$ cat config.mk
export PLATFORM = sky130hd
export DESIGN_NAME = aes_cbc_sequencer
export DESIGN_NICKNAME = d
export VERILOG_FILES = /design/src/rtl/aes_cbc_sequencer.sv
export SDC_FILE = /design/constraint.sdc
export NUM_CORES = 1
export LEC_CHECK = 0
export ABC_CLOCK_PERIOD_IN_PS = 2070
export BUFFER_PORTS_ARGS = -buffer_cell sky130_fd_sc_hd__buf_2
export CAP_MARGIN = 0
export CORE_AREA = 2 2 289 291
export CTS_CLUSTER_SIZE = 24
export DETAILED_ROUTE_END_ITERATION = 8
export DIE_AREA = 0 0 291 293
export GPL_ROUTABILITY_DRIVEN = 0
export MAX_ROUTING_LAYER = met4
export PLACE_DENSITY = 0.68
export SLEW_MARGIN = 40
export SYNTH_ARGS = -nofsm -noshare
export SYNTH_HDL_FRONTEND = slang
export SYNTH_SLANG_ARGS = --single-unit
$ cat constraint.sdc
create_clock -name clk -period 2.07 [get_ports clk]
set_input_delay 0.414 -clock clk [delete_from_list [all_inputs] [get_ports clk]]
set_output_delay 0.414 -clock clk [all_outputs]
set_load 0.05 [all_outputs]
$ cat src/rtl/aes_cbc_sequencer.sv
// Bus initiator for the AES-CBC wrapper register port: loads config, key and IV,
// then streams 128-bit blocks through the engine and returns each result on a valid/ready port.
module aes_cbc_sequencer #(
  parameter int          ADDR_WIDTH        = 32,
  parameter int          DATA_WIDTH        = 32,
  parameter logic [31:0] ADDR_CTRL         = 32'h20,
  parameter logic [31:0] ADDR_STATUS       = 32'h24,
  parameter logic [31:0] ADDR_CONFIG       = 32'h28,
  parameter logic [31:0] ADDR_KEY_START    = 32'h40,
  parameter logic [31:0] ADDR_BLOCK_START  = 32'h80,
  parameter logic [31:0] ADDR_IV_START     = 32'h110,
  parameter logic [31:0] ADDR_RESULT_START = 32'h100,
  parameter int          SETTLE            = 3,
  parameter int          TIMEOUT           = 1024
) (
  input  logic                  clk,
  input  logic                  reset_n,
  input  logic                  start,
  input  logic                  encdec,
  input  logic                  keylen,
  input  logic [255:0]          key,
  input  logic [127:0]          iv,
  input  logic                  in_valid,
  output logic                  in_ready,
  input  logic [127:0]          in_data,
  input  logic                  in_last,
  output logic                  out_valid,
  input  logic                  out_ready,
  output logic [127:0]          out_data,
  output logic                  busy,
  output logic                  done,
  output logic                  error,
  output logic                  cs,
  output logic                  we,
  output logic [ADDR_WIDTH-1:0] address,
  output logic [DATA_WIDTH-1:0] write_data,
  input  logic [DATA_WIDTH-1:0] read_data
);

  localparam int CNT_W = $clog2(TIMEOUT + SETTLE + 8) + 1;

  typedef enum logic [3:0] {
    S_IDLE, S_CFG, S_KEY, S_INIT, S_SETTLE_I, S_POLL_I, S_IV, S_WAIT_IN,
    S_BLK, S_NEXT, S_SETTLE_N, S_POLL_N, S_RES, S_OUT, S_DONE
  } state_t;

  // A zero settle time skips the settle states entirely.
  localparam state_t AFTER_INIT = (SETTLE == 0) ? S_POLL_I : S_SETTLE_I;
  localparam state_t AFTER_NEXT = (SETTLE == 0) ? S_POLL_N : S_SETTLE_N;

  state_t           state, state_n;
  logic [CNT_W-1:0] cnt, cnt_n;
  logic             cfg_encdec, cfg_keylen;
  logic [7:0][31:0] key_q;
  logic [3:0][31:0] iv_q, blk_q, res_q;
  logic             last_q, err_q;
  logic             timeout_hit;
  logic             bus_cs, bus_we;
  logic [31:0]      bus_addr, bus_wdata;
  logic [2:0]       word;
  logic [1:0]       quad;

  assign word = cnt[2:0];
  assign quad = cnt[1:0];

  always_ff @(posedge clk or negedge reset_n) begin
    if (!reset_n) begin
      state <= S_IDLE;
      cnt   <= '0;
    end else begin
      state <= state_n;
      cnt   <= cnt_n;
    end
  end

  // cnt indexes words in the write/read bursts, counts settle cycles and counts polls.
  always_comb begin
    state_n     = state;
    cnt_n       = cnt;
    bus_cs      = 1'b0;
    bus_we      = 1'b0;
    bus_addr    = '0;
    bus_wdata   = '0;
    timeout_hit = 1'b0;
    case (state)
      S_IDLE: begin
        if (start) begin
          state_n = S_CFG;
          cnt_n   = '0;
        end
      end
      S_CFG: begin
        bus_cs    = 1'b1;
        bus_we    = 1'b1;
        bus_addr  = ADDR_CONFIG;
        bus_wdata = {30'd0, cfg_keylen, cfg_encdec};
        state_n   = S_KEY;
        cnt_n     = '0;
      end
      S_KEY: begin
        bus_cs    = 1'b1;
        bus_we    = 1'b1;
        bus_addr  = ADDR_KEY_START + {27'd0, word, 2'b00};
        bus_wdata = key_q[3'd7 - word];
        if (word == 3'd7) begin
          state_n = S_INIT;
          cnt_n   = '0;
        end else begin
          cnt_n = cnt + CNT_W'(1);
        end
      end
      S_INIT: begin
        bus_cs    = 1'b1;
        bus_we    = 1'b1;
        bus_addr  = ADDR_CTRL;
        bus_wdata = 32'h1;
        state_n   = AFTER_INIT;
        cnt_n     = '0;
      end
      S_SETTLE_I, S_SETTLE_N: begin
        if (cnt == CNT_W'(SETTLE - 1)) begin
          state_n = (state == S_SETTLE_I) ? S_POLL_I : S_POLL_N;
          cnt_n   = '0;
        end else begin
          cnt_n = cnt + CNT_W'(1);
        end
      end
      S_POLL_I, S_POLL_N: begin
        bus_cs   = 1'b1;
        bus_addr = ADDR_STATUS;
        if ((state == S_POLL_I) ? read_data[0] : (read_data[1:0] == 2'b11)) begin
          state_n = (state == S_POLL_I) ? S_IV : S_RES;
          cnt_n   = '0;
        end else if (cnt == CNT_W'(TIMEOUT - 1)) begin
          timeout_hit = 1'b1;
          state_n     = S_IDLE;
          cnt_n       = '0;
        end else begin
          cnt_n = cnt + CNT_W'(1);
        end
      end
      S_IV: begin
        bus_cs    = 1'b1;
        bus_we    = 1'b1;
        bus_addr  = ADDR_IV_START + {28'd0, quad, 2'b00};
        bus_wdata = iv_q[2'd3 - quad];
        if (quad == 2'd3) begin
          state_n = S_WAIT_IN;
          cnt_n   = '0;
        end else begin
          cnt_n = cnt + CNT_W'(1);
        end
      end
      S_WAIT_IN: begin
        if (in_valid) begin
          state_n = S_BLK;
          cnt_n   = '0;
        end
      end
      S_BLK: begin
        bus_cs    = 1'b1;
        bus_we    = 1'b1;
        bus_addr  = ADDR_BLOCK_START + {28'd0, quad, 2'b00};
        bus_wdata = blk_q[2'd3 - quad];
        if (quad == 2'd3) begin
          state_n = S_NEXT;
          cnt_n   = '0;
        end else begin
          cnt_n = cnt + CNT_W'(1);
        end
      end
      S_NEXT: begin
        bus_cs    = 1'b1;
        bus_we    = 1'b1;
        bus_addr  = ADDR_CTRL;
        bus_wdata = 32'h2;
        state_n   = AFTER_NEXT;
        cnt_n     = '0;
      end
      S_RES: begin
        bus_cs   = 1'b1;
        bus_addr = ADDR_RESULT_START + {28'd0, quad, 2'b00};
        if (quad == 2'd3) begin
          state_n = S_OUT;
          cnt_n   = '0;
        end else begin
          cnt_n = cnt + CNT_W'(1);
        end
      end
      S_OUT: begin
        if (out_ready) state_n = last_q ? S_DONE : S_WAIT_IN;
      end
      S_DONE: state_n = S_IDLE;
      default: state_n = S_IDLE;
    endcase
  end

  // Stream parameters are latched at start; each block and result word is held here.
  always_ff @(posedge clk or negedge reset_n) begin
    if (!reset_n) begin
      cfg_encdec <= 1'b0;
      cfg_keylen <= 1'b0;
      key_q      <= '0;
      iv_q       <= '0;
      blk_q      <= '0;
      res_q      <= '0;
      last_q     <= 1'b0;
      err_q      <= 1'b0;
    end else begin
      if (state == S_IDLE && start) begin
        cfg_encdec <= encdec;
        cfg_keylen <= keylen;
        key_q      <= key;
        iv_q       <= iv;
        err_q      <= 1'b0;
      end else if (timeout_hit) begin
        err_q <= 1'b1;
      end
      if (state == S_WAIT_IN && in_valid) begin
        blk_q  <= in_data;
        last_q <= in_last;
      end
      if (state == S_RES) res_q[2'd3 - quad] <= read_data[31:0];
    end
  end

  assign cs         = bus_cs;
  assign we         = bus_we;
  assign address    = ADDR_WIDTH'(bus_addr);
  assign write_data = DATA_WIDTH'(bus_wdata);
  assign in_ready   = (state == S_WAIT_IN);
  assign out_valid  = (state == S_OUT);
  assign out_data   = res_q;
  assign busy       = (state != S_IDLE);
  assign done       = (state == S_DONE);
  assign error      = err_q;

endmodule

==> results of run 1 <==
==> cell families after synthesis <==
kind of cell / after synthesis / share of synthesized area (%)
compound gates: 112 / 2.65
xor+xnor: 5 / 0.150
fa+ha+maj: 6 / 0.257
buf+inv: 155 / 2.75
flops: 660 / 56.6
mux: 796 / 35.6
other cells: 1 / 0.0129
simple gates: 105 / 1.96
==> state kept, by name (all words and copies together), names as in the netlist <==
signal	cells
state	4
cnt	12
key_q	256
cfg_encdec	1
iv_q	128
blk_q	128
error	1
out_data	128
last_q	1
cfg_keylen	1
==> power by group <==
part,switching (mW),internal (mW)
clock,5.64,7.72
sequential,3.64,19.0
combinational,16.0,16.4
total,25.2,43.1
==> repair_timing <==
action,CTS,global route
endpoints found under the setup margin,226,704
buffers inserted,50,53
gates cloned,16,19
hold buffers,205,0
pin swaps,46,36
gates resized for setup,231,92
endpoints found under the hold margin,220,0
==> layout make-up <==
cell class                 count  area (sq um)
fill                        6520         38300
sequential                   660         16500
multi-input combinational   1050         13000
timing repair buffer        1218         10100
clock buffer                 103          2060
tap                         1070          1340
clock inverter                33           415
antenna                       24          60.1
inverter                       5          33.8
==> path summary, 6_finish.rpt <==
path / startpoint / end / slack (ns)
max in group asynchronous: reset_n / iv_q[123] / 0.87
min: iv[84] / iv_q[84] / 0.03
min in group asynchronous: reset_n / blk_q[41] / 0.35
min reg2reg: blk_q[116] / blk_q[116] / 0.50
max: cnt[0] / write_data[2] / -1.04
max reg2reg: state[0] / key_q[43] / -0.42
==> metrics by stage <==
step | util [%] | power [mW] | TNS, ns | instances | worst slack (ns)
6_report | 53.2 | 68.3 | -200.89 | 4163 | -1.04
5_1_grt | 53.2 | 71.3 | -247.06 | 4162 | -1.13
4_1_cts | 51.7 | 67.0 | -117.20 | 4076 | -1.12
3_5_place_dp | 44.0 | 50.4 | -20.73 | 3671 | -0.686
3_3_place_gp | 44.0 | 49.6 | -17.96 | 3671 | -0.670
2_1_floorplan | - | 40.1 | -2.41 | 1864 | -0.0811
==> cell usage in the layout, fill, tap and decap left out, types with 37 or more instances in the layout <==
master / count
sky130_fd_sc_hd__clkbuf_16: 92
sky130_fd_sc_hd__buf_2: 679
sky130_fd_sc_hd__buf_4: 132
sky130_fd_sc_hd__dlygate4sd3_1: 205
sky130_fd_sc_hd__mux2_4: 37
sky130_fd_sc_hd__buf_12: 84
sky130_fd_sc_hd__mux4_2: 128
sky130_fd_sc_hd__mux2_2: 598
sky130_fd_sc_hd__dfrtp_1: 657
sky130_fd_sc_hd__buf_6: 57
==> metal layers <==
layer | vias up | global-route usage, % | wire length (um)
met4 | 0 | 12.5 | 5380
met1 | 11127 | 27.5 | 40300
met3 | 250 | 5.48 | 6680
met2 | 900 | 41.2 | 53800
li1 | 9212 | - | -
met5 | - | - | 0
==> results_dict.tcl, run 1 <==
set metrics [dict create \
    status "complete, but fails checks" \
    failed_checks "setup timing" \
    worst-path-buf-inv 5 \
    design_area_sq_mm 0.0435 \
    detail_route.first_pass.iterations 5 \
    critical_path.endpoint_type "primary output" \
    netlist_top_cells_area "sky130_fd_sc_hd__dfrtp_1 (57%), sky130_fd_sc_hd__mux2_2 (25%), sky130_fd_sc_hd__mux4_2 (9.9%), sky130_fd_sc_hd__buf_2 (1.6%), sky130_fd_sc_hd__a22oi_1 (0.82%)" \
    io_buffers 725 \
    drt-wirelength-per-cell_um 25.5 \
    post-route-period-util_pct 150 \
    worst_setup_hold_path_clk_slew_ns 0.06 \
    slowest_stage "sky130_fd_sc_hd__dfrtp_4" \
    die_w_um 291 \
    startpoint_type "flip-flop" \
    vias 21489 \
    clock_latency_on_the_worst_skew_pair_ns 0.63 \
    cap_violations 0 \
    synthMostInstantiatedCell "sky130_fd_sc_hd__dfrtp_1" \
    cellLeakagePower_nw 19.6 \
    path_max_fanout 7 \
    finalClockSkew_ns 0.0187 \
    core.rowCount 105 \
    syn_area_per_cell_sq_um 15.8 \
    route.detailed.vias_per_inst 5.16 \
    crit_family "buffers and inverters" \
    final_max_slew_viol_count 0 \
    yosys.area.top_type_share_pct 56.6 \
    cell_count_of_the_worst_hold_path 2 \
    initial_utilization_pct 35.6 \
    grt_pass1_vias 23416 \
    post_synth_edffs 0 \
    tightest_slew_ns 0.562 \
    cell_depth_of_the_worst_flop_to_flop_path 13 \
    drc 0 \
    die_height_um 293 \
    post_route_cells_drive_above_1_share_pct 66.0 \
    maxSlewHeadroom_pct 62.5 \
    final_hold_viol_count 0 \
    grt_pass1_wl_um 150000 \
    ys_async_sr_fraction_pct 100 \
    finalSetupViolCount 704 \
    hold-worst-slack_ns 0.0325 \
    synth.cells.most_frequent "sky130_fd_sc_hd__dfrtp_1 (660), sky130_fd_sc_hd__mux2_2 (635), sky130_fd_sc_hd__mux4_2 (128)" \
    grt_start_max_net_pins 80 \
    groute.usage.overall_pct 24.5 \
    cts.htree.levels 3 \
    cts_made_buffers 75 \
    fp.coreArea_sq_mm 0.0818 \
    io-pin-count 751 \
    synth_seq_area_share_pct 56.6 \
    clock_sink_count 660 \
    synthesis.area_sq_mm 0.0292 \
    area.growth.synth_to_final_pct 49.3 \
    critical_path_required_time_ns 1.66 \
    wirelength_um 106000 \
    power.density_mw_per_mm2 1570 \
    drtIter0Drc 1137 \
    clk_root_buffer_cell "sky130_fd_sc_hd__clkbuf_16" \
    dp_hpwl_um 75200 \
    postLayoutSetupSlackWorst_ns -1.04 \
    drtAntennaViolNets 0 \
    dpl-instance-area_sq_mm 0.0360 \
    main_synth_ff_type "sky130_fd_sc_hd__dfrtp_1" \
    yosys_warnings 0 \
    number_of_library_cell_types_mapped_by_synthesis 66 \
    synth_top_cell_by_area "sky130_fd_sc_hd__dfrtp_1" \
    max_freq_mhz 322 \
    setup_repair_after_global_routing_missed_its_margin "true" \
    irDropWorstVdd_v 0.000831 \
    cp_slowest_stage_delay_ns 0.52 \
    final_nets 3568 \
    cell_depth_of_the_worst_setup_path 8 \
    design.die.area_sq_mm 0.0853 \
    timing.critical_path.arrival_ns 2.70 \
    critical_path.cell_chain "buf_4, buf_6, buf_12, buf_4, mux4_2, a22oi_2, o21ai_4, buf_12" \
    period_minus_slack_ns 3.11 \
    remaining_global_route_overflow 0 \
    cts_tree "yes" \
    cell_count_after_synthesis 1840 \
    clock_tree.buffer_depth 3 \
    grt_antenna_before_repair 27 \
    synth_seq_cells 660 \
    hp-class "in -> reg" \
    worst_setup_path_class "reg -> out" \
]
No activity file was read; power rests on OpenSTA's default activity.
==> run 2: changes to the inputs <==
HOLD_SLACK_MARGIN = 0.06   (was not set)
==> results_dict.tcl, run 2 (same netlist as run 1, synthesis figures left out) <==
set metrics [dict create \
    period_minus_slack_ns 3.12 \
    sink_of_the_worst_hold_path "key_q[245]" \
    die_w_um 291 \
    setup_repair_after_global_routing_missed_its_margin "true" \
    design.die.area_sq_mm 0.0853 \
    dp.cells 3671 \
    pwr-share-seq_pct 33.3 \
    tightest_slew_ns 0.574 \
    io-pin-count 751 \
    power.density_mw_per_mm2 1480 \
    route.detailed.vias_per_inst 5.15 \
    largest_reg_flops 256 \
    post-route-period-util_pct 151 \
    clock_sink_count 660 \
    worst_setup_path_class "reg -> out" \
    final-seq-area_sq_mm 0.0165 \
    register_name_with_the_most_flops "key_q" \
    final_hold_viol_count 0 \
    grt_pass1_vias 25613 \
    cellLeakagePower_nw 20.7 \
    timing.critical_path.arrival_ns 2.71 \
    cell_depth_of_the_worst_flop_to_flop_path 11 \
    finalSetupViolCount 705 \
    grt_start_max_net_pins 80 \
    cts.htree.levels 3 \
    postLayoutSetupSlackWorst_ns -1.05 \
    hold-worst-slack_ns 0.0877 \
    cts_made_buffers 75 \
    rr_endpoint "state[2]" \
    placement.setup.worst_slack_ns -0.686 \
    intPower_mw 42.9 \
    area.growth.synth_to_final_pct 58.1 \
    critical_path.endpoint_type "primary output" \
    grt_pass1_wl_um 163000 \
    cts_tree "yes" \
    worst_setup_hold_path_clk_slew_ns 0.06 \
    vias 22937 \
    p_comb_share_pct 47.0 \
    power.share.switching_pct 37.3 \
    drc 0 \
    post_route_cells_drive_above_1_share_pct 59.5 \
    max_freq_mhz 320 \
    holdCritStartpoint "key[245]" \
    initial_utilization_pct 35.6 \
    crit_start "cnt[0]" \
    detail_route.first_pass.iterations 5 \
    clk_root_buffer_cell "sky130_fd_sc_hd__clkbuf_16" \
    power.share.clock_pct 19.7 \
    clock_latency_on_the_worst_skew_pair_ns 0.63 \
    final_cells 4455 \
    final_nets 3866 \
    cap_violations 0 \
    irDropWorstVdd_v 0.000839 \
    regToRegStartpoint "cnt[0]" \
    status "complete, but fails checks" \
    reg2reg_slack_ns -0.44 \
    path_max_fanout 8 \
    mostFrequentLayoutCells "sky130_fd_sc_hd__buf_2 (679), sky130_fd_sc_hd__dfrtp_1 (657), sky130_fd_sc_hd__mux2_2 (600), sky130_fd_sc_hd__dlygate4sd3_1 (525), sky130_fd_sc_hd__buf_4 (135)" \
    startpoint_type "flip-flop" \
    hp-class "in -> reg" \
    critical_path_required_time_ns 1.66 \
    dp_hpwl_um 75200 \
    finalClockSkew_ns 0.0191 \
    drtIter0Drc 1186 \
    failed_checks "setup timing" \
    grt_antenna_before_repair 18 \
    final_core_utilization_pct 56.3 \
    net-switching-power_mw 25.5 \
    remaining_global_route_overflow 0 \
    maxSlewHeadroom_pct 61.7 \
    multi_input_area_sq_mm 0.0130 \
    groute.usage.overall_pct 26.3 \
    die_height_um 293 \
    clock_tree.buffer_depth 3 \
    cell_count_of_the_worst_hold_path 2 \
    drt-wirelength-per-cell_um 25.0 \
    fp.coreArea_sq_mm 0.0818 \
    fillers 6097 \
    drtAntennaViolNets 0 \
    layout_commonest_cell "sky130_fd_sc_hd__buf_2" \
    final_max_slew_viol_count 0 \
    wirelength_um 112000 \
    core.rowCount 105 \
    io_buffers 725 \
]
[run 2: cell count changes in the layout (fill, tap and decap cells not counted), sizes merged]
cell	previous run	this run
buf	996	988
dlygate4sd3	205	525
clkbuf	119	105
diode	24	18
[run 2: final cells by class]
| type | count | area share [%] |
|---|---|---|
| sequential | 660 | 35.9 |
| multi-input combinational | 1050 | 28.1 |
| timing repair buffer | 1516 | 27.6 |
| clock buffer | 103 | 4.48 |
| tap | 1070 | 2.90 |
| clock inverter | 33 | 0.901 |
| antenna | 18 | 0.0977 |
| inverter | 5 | 0.0733 |
[run 2: worst max-delay path by stage]
stage / endpoint / slack [ns] / depth (start not counted)
after floorplan: address[5] / -0.08 / 5
final: write_data[25] / -1.05 / 8
after CTS: write_data[12] / -1.12 / 6
after global routing: write_data[8] / -1.10 / 6
after global placement: write_data[18] / -0.67 / 7
after detailed placement: write_data[18] / -0.69 / 7
[run 2: what timing repair did]
item	in CTS	in global routing
setup endpoints to repair	226	704
cloned	16	2
hold endpoints to repair	582	0
hold buffers	525	0
pin swaps	46	46
setup buffers	50	48
resized for setup	231	67
[run 2: power by group through the flow]
stage               Sequential (mW)  Clock (mW)  Combinational (mW)
CTS                            22.5        13.6                31.4
global route                   23.3        14.2                33.7
detailed placement             22.7           0                27.8
floorplan                      24.0           0                16.1
finish                         22.8        13.5                32.2
global placement               22.4           0                27.2
[run 2: worst max-delay path, stage by stage, from the launching register on]
cell	delay [ns]
sky130_fd_sc_hd__dfrtp_4	0.50
sky130_fd_sc_hd__buf_12	0.20
sky130_fd_sc_hd__buf_16	0.16
sky130_fd_sc_hd__buf_6	0.11
sky130_fd_sc_hd__mux4_2	0.51
sky130_fd_sc_hd__mux2i_4	0.22
sky130_fd_sc_hd__buf_6	0.15
sky130_fd_sc_hd__o21ai_4	0.07
sky130_fd_sc_hd__buf_12	0.16
[run 2: routing by layer]
layer	share of wire (%)	GRT usage, %
met2	52	45.8
met5	0	-
met3	5.4	4.93
met4	5.3	13.2
met1	38	29.0
[run 2: stage by stage]
| step | TNS (ns) | power [mW] | area [sq um] |
|---|---|---|---|
| 4_1_cts | -117.20 | 67.5 | 45500 |
| 2_1_floorplan | -2.41 | 40.1 | 29800 |
| 3_5_place_dp | -20.73 | 50.4 | 36000 |
| 6_report | -227.16 | 68.4 | 46100 |
| 5_1_grt | -262.06 | 71.3 | 46100 |
| 3_3_place_gp | -17.96 | 49.6 | 36000 |
==> run 3: changes to the inputs <==
BUFFER_PORTS_ARGS = not set   (was -buffer_cell sky130_fd_sc_hd__buf_2)
CORE_AREA = 2 2 295 297   (was 2 2 289 291)
DIE_AREA = 0 0 297 299   (was 0 0 291 293)
DONT_BUFFER_PORTS = 1   (was not set)
PLACE_DENSITY = 0.59   (was 0.68)
==> results_dict.tcl, run 3 (same netlist as run 1, synthesis figures left out) <==
set metrics [dict create \
    critical-path-top-cell-by-count "sky130_fd_sc_hd__buf_12" \
    finalClockSkew_ns 0.0307 \
    dp.cells 3058 \
    io_buffers 0 \
    dpl-instance-area_sq_mm 0.0327 \
    cts_made_buffers 74 \
    initial_utilization_pct 33.9 \
    finalSetupViolCount 512 \
    final_nets 3201 \
    grt_antenna_before_repair 12 \
    clock_sink_count 660 \
    cp_slowest_stage_delay_ns 0.58 \
    power.density_mw_per_mm2 1550 \
    fillers 7036 \
    power.share.switching_pct 36.8 \
    drtIter0Drc 1144 \
    groute.usage.overall_pct 22.2 \
    design.die.area_sq_mm 0.0888 \
    vias 20024 \
    postLayoutSetupSlackWorst_ns -0.965 \
    rr_endpoint "state[2]" \
    die_w_um 297 \
    irDropWorstVdd_v 0.00112 \
    die_height_um 299 \
    grt_start_max_net_pins 661 \
    hp-class "in -> async" \
    critical_path.cell_chain "buf_12, buf_12, mux4_2, nor2_4, nor4_2, a21oi_1, buf_4, o21ai_4" \
    max_freq_mhz 329 \
    core.rowCount 108 \
    cts.htree.levels 3 \
    wirelength_um 103000 \
    failed_checks "hold timing, setup timing" \
    path_max_fanout 8 \
    design_area_sq_mm 0.0432 \
    drtAntennaViolNets 0 \
    status "complete, but fails checks" \
    final_hold_viol_count 70 \
    multi_input_area_sq_mm 0.0129 \
    post-route-period-util_pct 147 \
    final_max_slew_viol_count 0 \
    placement.setup.worst_slack_ns -0.434 \
    clock_tree.buffer_depth 3 \
    grt_pass1_vias 21974 \
    detail_route.first_pass.iterations 7 \
    p_comb_share_pct 41.3 \
    cts_tree "yes" \
    reg2reg_slack_ns -0.33 \
    mostFrequentLayoutCells "sky130_fd_sc_hd__dfrtp_1 (656), sky130_fd_sc_hd__mux2_2 (635), sky130_fd_sc_hd__dlygate4sd3_1 (548), sky130_fd_sc_hd__buf_4 (139), sky130_fd_sc_hd__mux4_2 (128)" \
    critical_path_required_time_ns 1.66 \
    drc 0 \
    fp.coreArea_sq_mm 0.0859 \
    worst_setup_path_class "reg -> out" \
    startpoint_type "flip-flop" \
    slowest_stage "sky130_fd_sc_hd__mux4_2" \
    tightest_slew_ns 0.674 \
    net-switching-power_mw 24.6 \
    post_route_cells_drive_above_1_share_pct 49.1 \
    clk_root_buffer_cell "sky130_fd_sc_hd__clkbuf_16" \
    final-seq-area_sq_mm 0.0165 \
    largest_reg_flops 256 \
    grt_pass1_wl_um 144000 \
    io-pin-count 751 \
    layout_commonest_cell "sky130_fd_sc_hd__dfrtp_1" \
    timing.critical_path.arrival_ns 2.62 \
    route.detailed.vias_per_inst 5.18 \
    regToRegStartpoint "cnt[0]" \
    clock_latency_on_the_worst_skew_pair_ns 0.65 \
    worst_setup_hold_path_clk_slew_ns 0.06 \
    final_cells 3867 \
    pwr-share-seq_pct 38.4 \
    cell_depth_of_the_worst_flop_to_flop_path 8 \
    dp_hpwl_um 68100 \
    critical_path.endpoint_type "primary output" \
    period_minus_slack_ns 3.04 \
    register_name_with_the_most_flops "key_q" \
    intPower_mw 42.2 \
    setup_repair_after_global_routing_missed_its_margin "true" \
    power.share.clock_pct 20.3 \
    cap_violations 0 \
    drt-wirelength-per-cell_um 26.6 \
    remaining_global_route_overflow 0 \
    area.growth.synth_to_final_pct 48.0 \
    maxSlewHeadroom_pct 55.0 \
    hold-worst-slack_ns -0.329 \
    cellLeakagePower_nw 18.1 \
]
[run 3: cell count changes in the layout (fill, tap and decap cells not counted), moves of 6 or more]
cell	delta
sky130_fd_sc_hd__clkbuf_1	-6
sky130_fd_sc_hd__buf_8	-10
sky130_fd_sc_hd__mux2_2	+35
sky130_fd_sc_hd__mux2_4	-35
sky130_fd_sc_hd__nor2_1	-7
sky130_fd_sc_hd__clkbuf_16	+24
sky130_fd_sc_hd__buf_2	-679
sky130_fd_sc_hd__buf_6	-32
sky130_fd_sc_hd__clkinvlp_4	-6
sky130_fd_sc_hd__nor2_4	+6
sky130_fd_sc_hd__dlygate4sd3_1	+23
sky130_fd_sc_hd__clkbuf_8	+8
[run 3: layout make-up]
| cell class | count | area share, % |
|---|---|---|
| Clock inverter | 27 | 0.800 |
| Antenna cell | 13 | 0.0754 |
| Inverter | 5 | 0.0609 |
| Tap cell | 1155 | 3.35 |
| Clock buffer | 105 | 4.98 |
| Multi-Input combinational cell | 1051 | 29.8 |
| Sequential cell | 660 | 38.3 |
| Timing Repair Buffer | 851 | 22.6 |
[run 3: through the flow]
step	power (mW)	util, %	setup TNS, ns
6_report	66.8	50.2	-108.87
5_1_grt	69.8	50.2	-143.64
4_1_cts	64.8	48.3	-44.30
3_5_place_dp	48.7	38.0	-15.14
3_3_place_gp	47.8	38.0	-13.44
2_1_floorplan	40.1	-	-2.41
[run 3: worst max path at each step]
stage	endpoint	from	slack, ns
floorplan	address[5]	state[3]	-0.08
global placement	write_data[27]	cnt[0]	-0.44
detailed placement	write_data[11]	cnt[0]	-0.43
CTS	write_data[11]	cnt[0]	-1.04
global route	write_data[7]	cnt[0]	-1.06
finish	write_data[1]	cnt[0]	-0.97
[run 3: critical path: cells and delay by family, from the launching register on]
family | cells | cell delay (ns)
compound gates | 2 | 0.26
flops | 1 | 0.46
mux | 1 | 0.58
buf+inv | 3 | 0.46
simple gates | 2 | 0.22
[run 3: per-layer routing]
metal | track usage [%] | vias up | part of all wire (%)
met2 | 39.9 | 815 | 54
li1 | - | 8470 | -
met1 | 24.8 | 10558 | 38
met3 | 4.36 | 181 | 5.3
met5 | - | - | 0
met4 | 6.94 | 0 | 3.1
[run 3: repair_timing]
action                                  in CTS  in global routing
buffers inserted                            31                 43
gates resized for setup                    105                 75
pin swaps                                   32                 37
endpoints found under the setup margin     125                452
hold buffers                               548                  1
hold endpoints to repair                  1304                299
gates cloned                                 7                 33
[run 3: power by group through the flow]
stage,registers [mW],clock network (mW),logic [mW]
CTS,25.5,13.8,25.4
global route,26.3,14.4,29.1
finish,25.7,13.6,27.6
floorplan,24.0,0,16.1
detailed placement,25.7,0,23.0
global placement,25.4,0,22.5
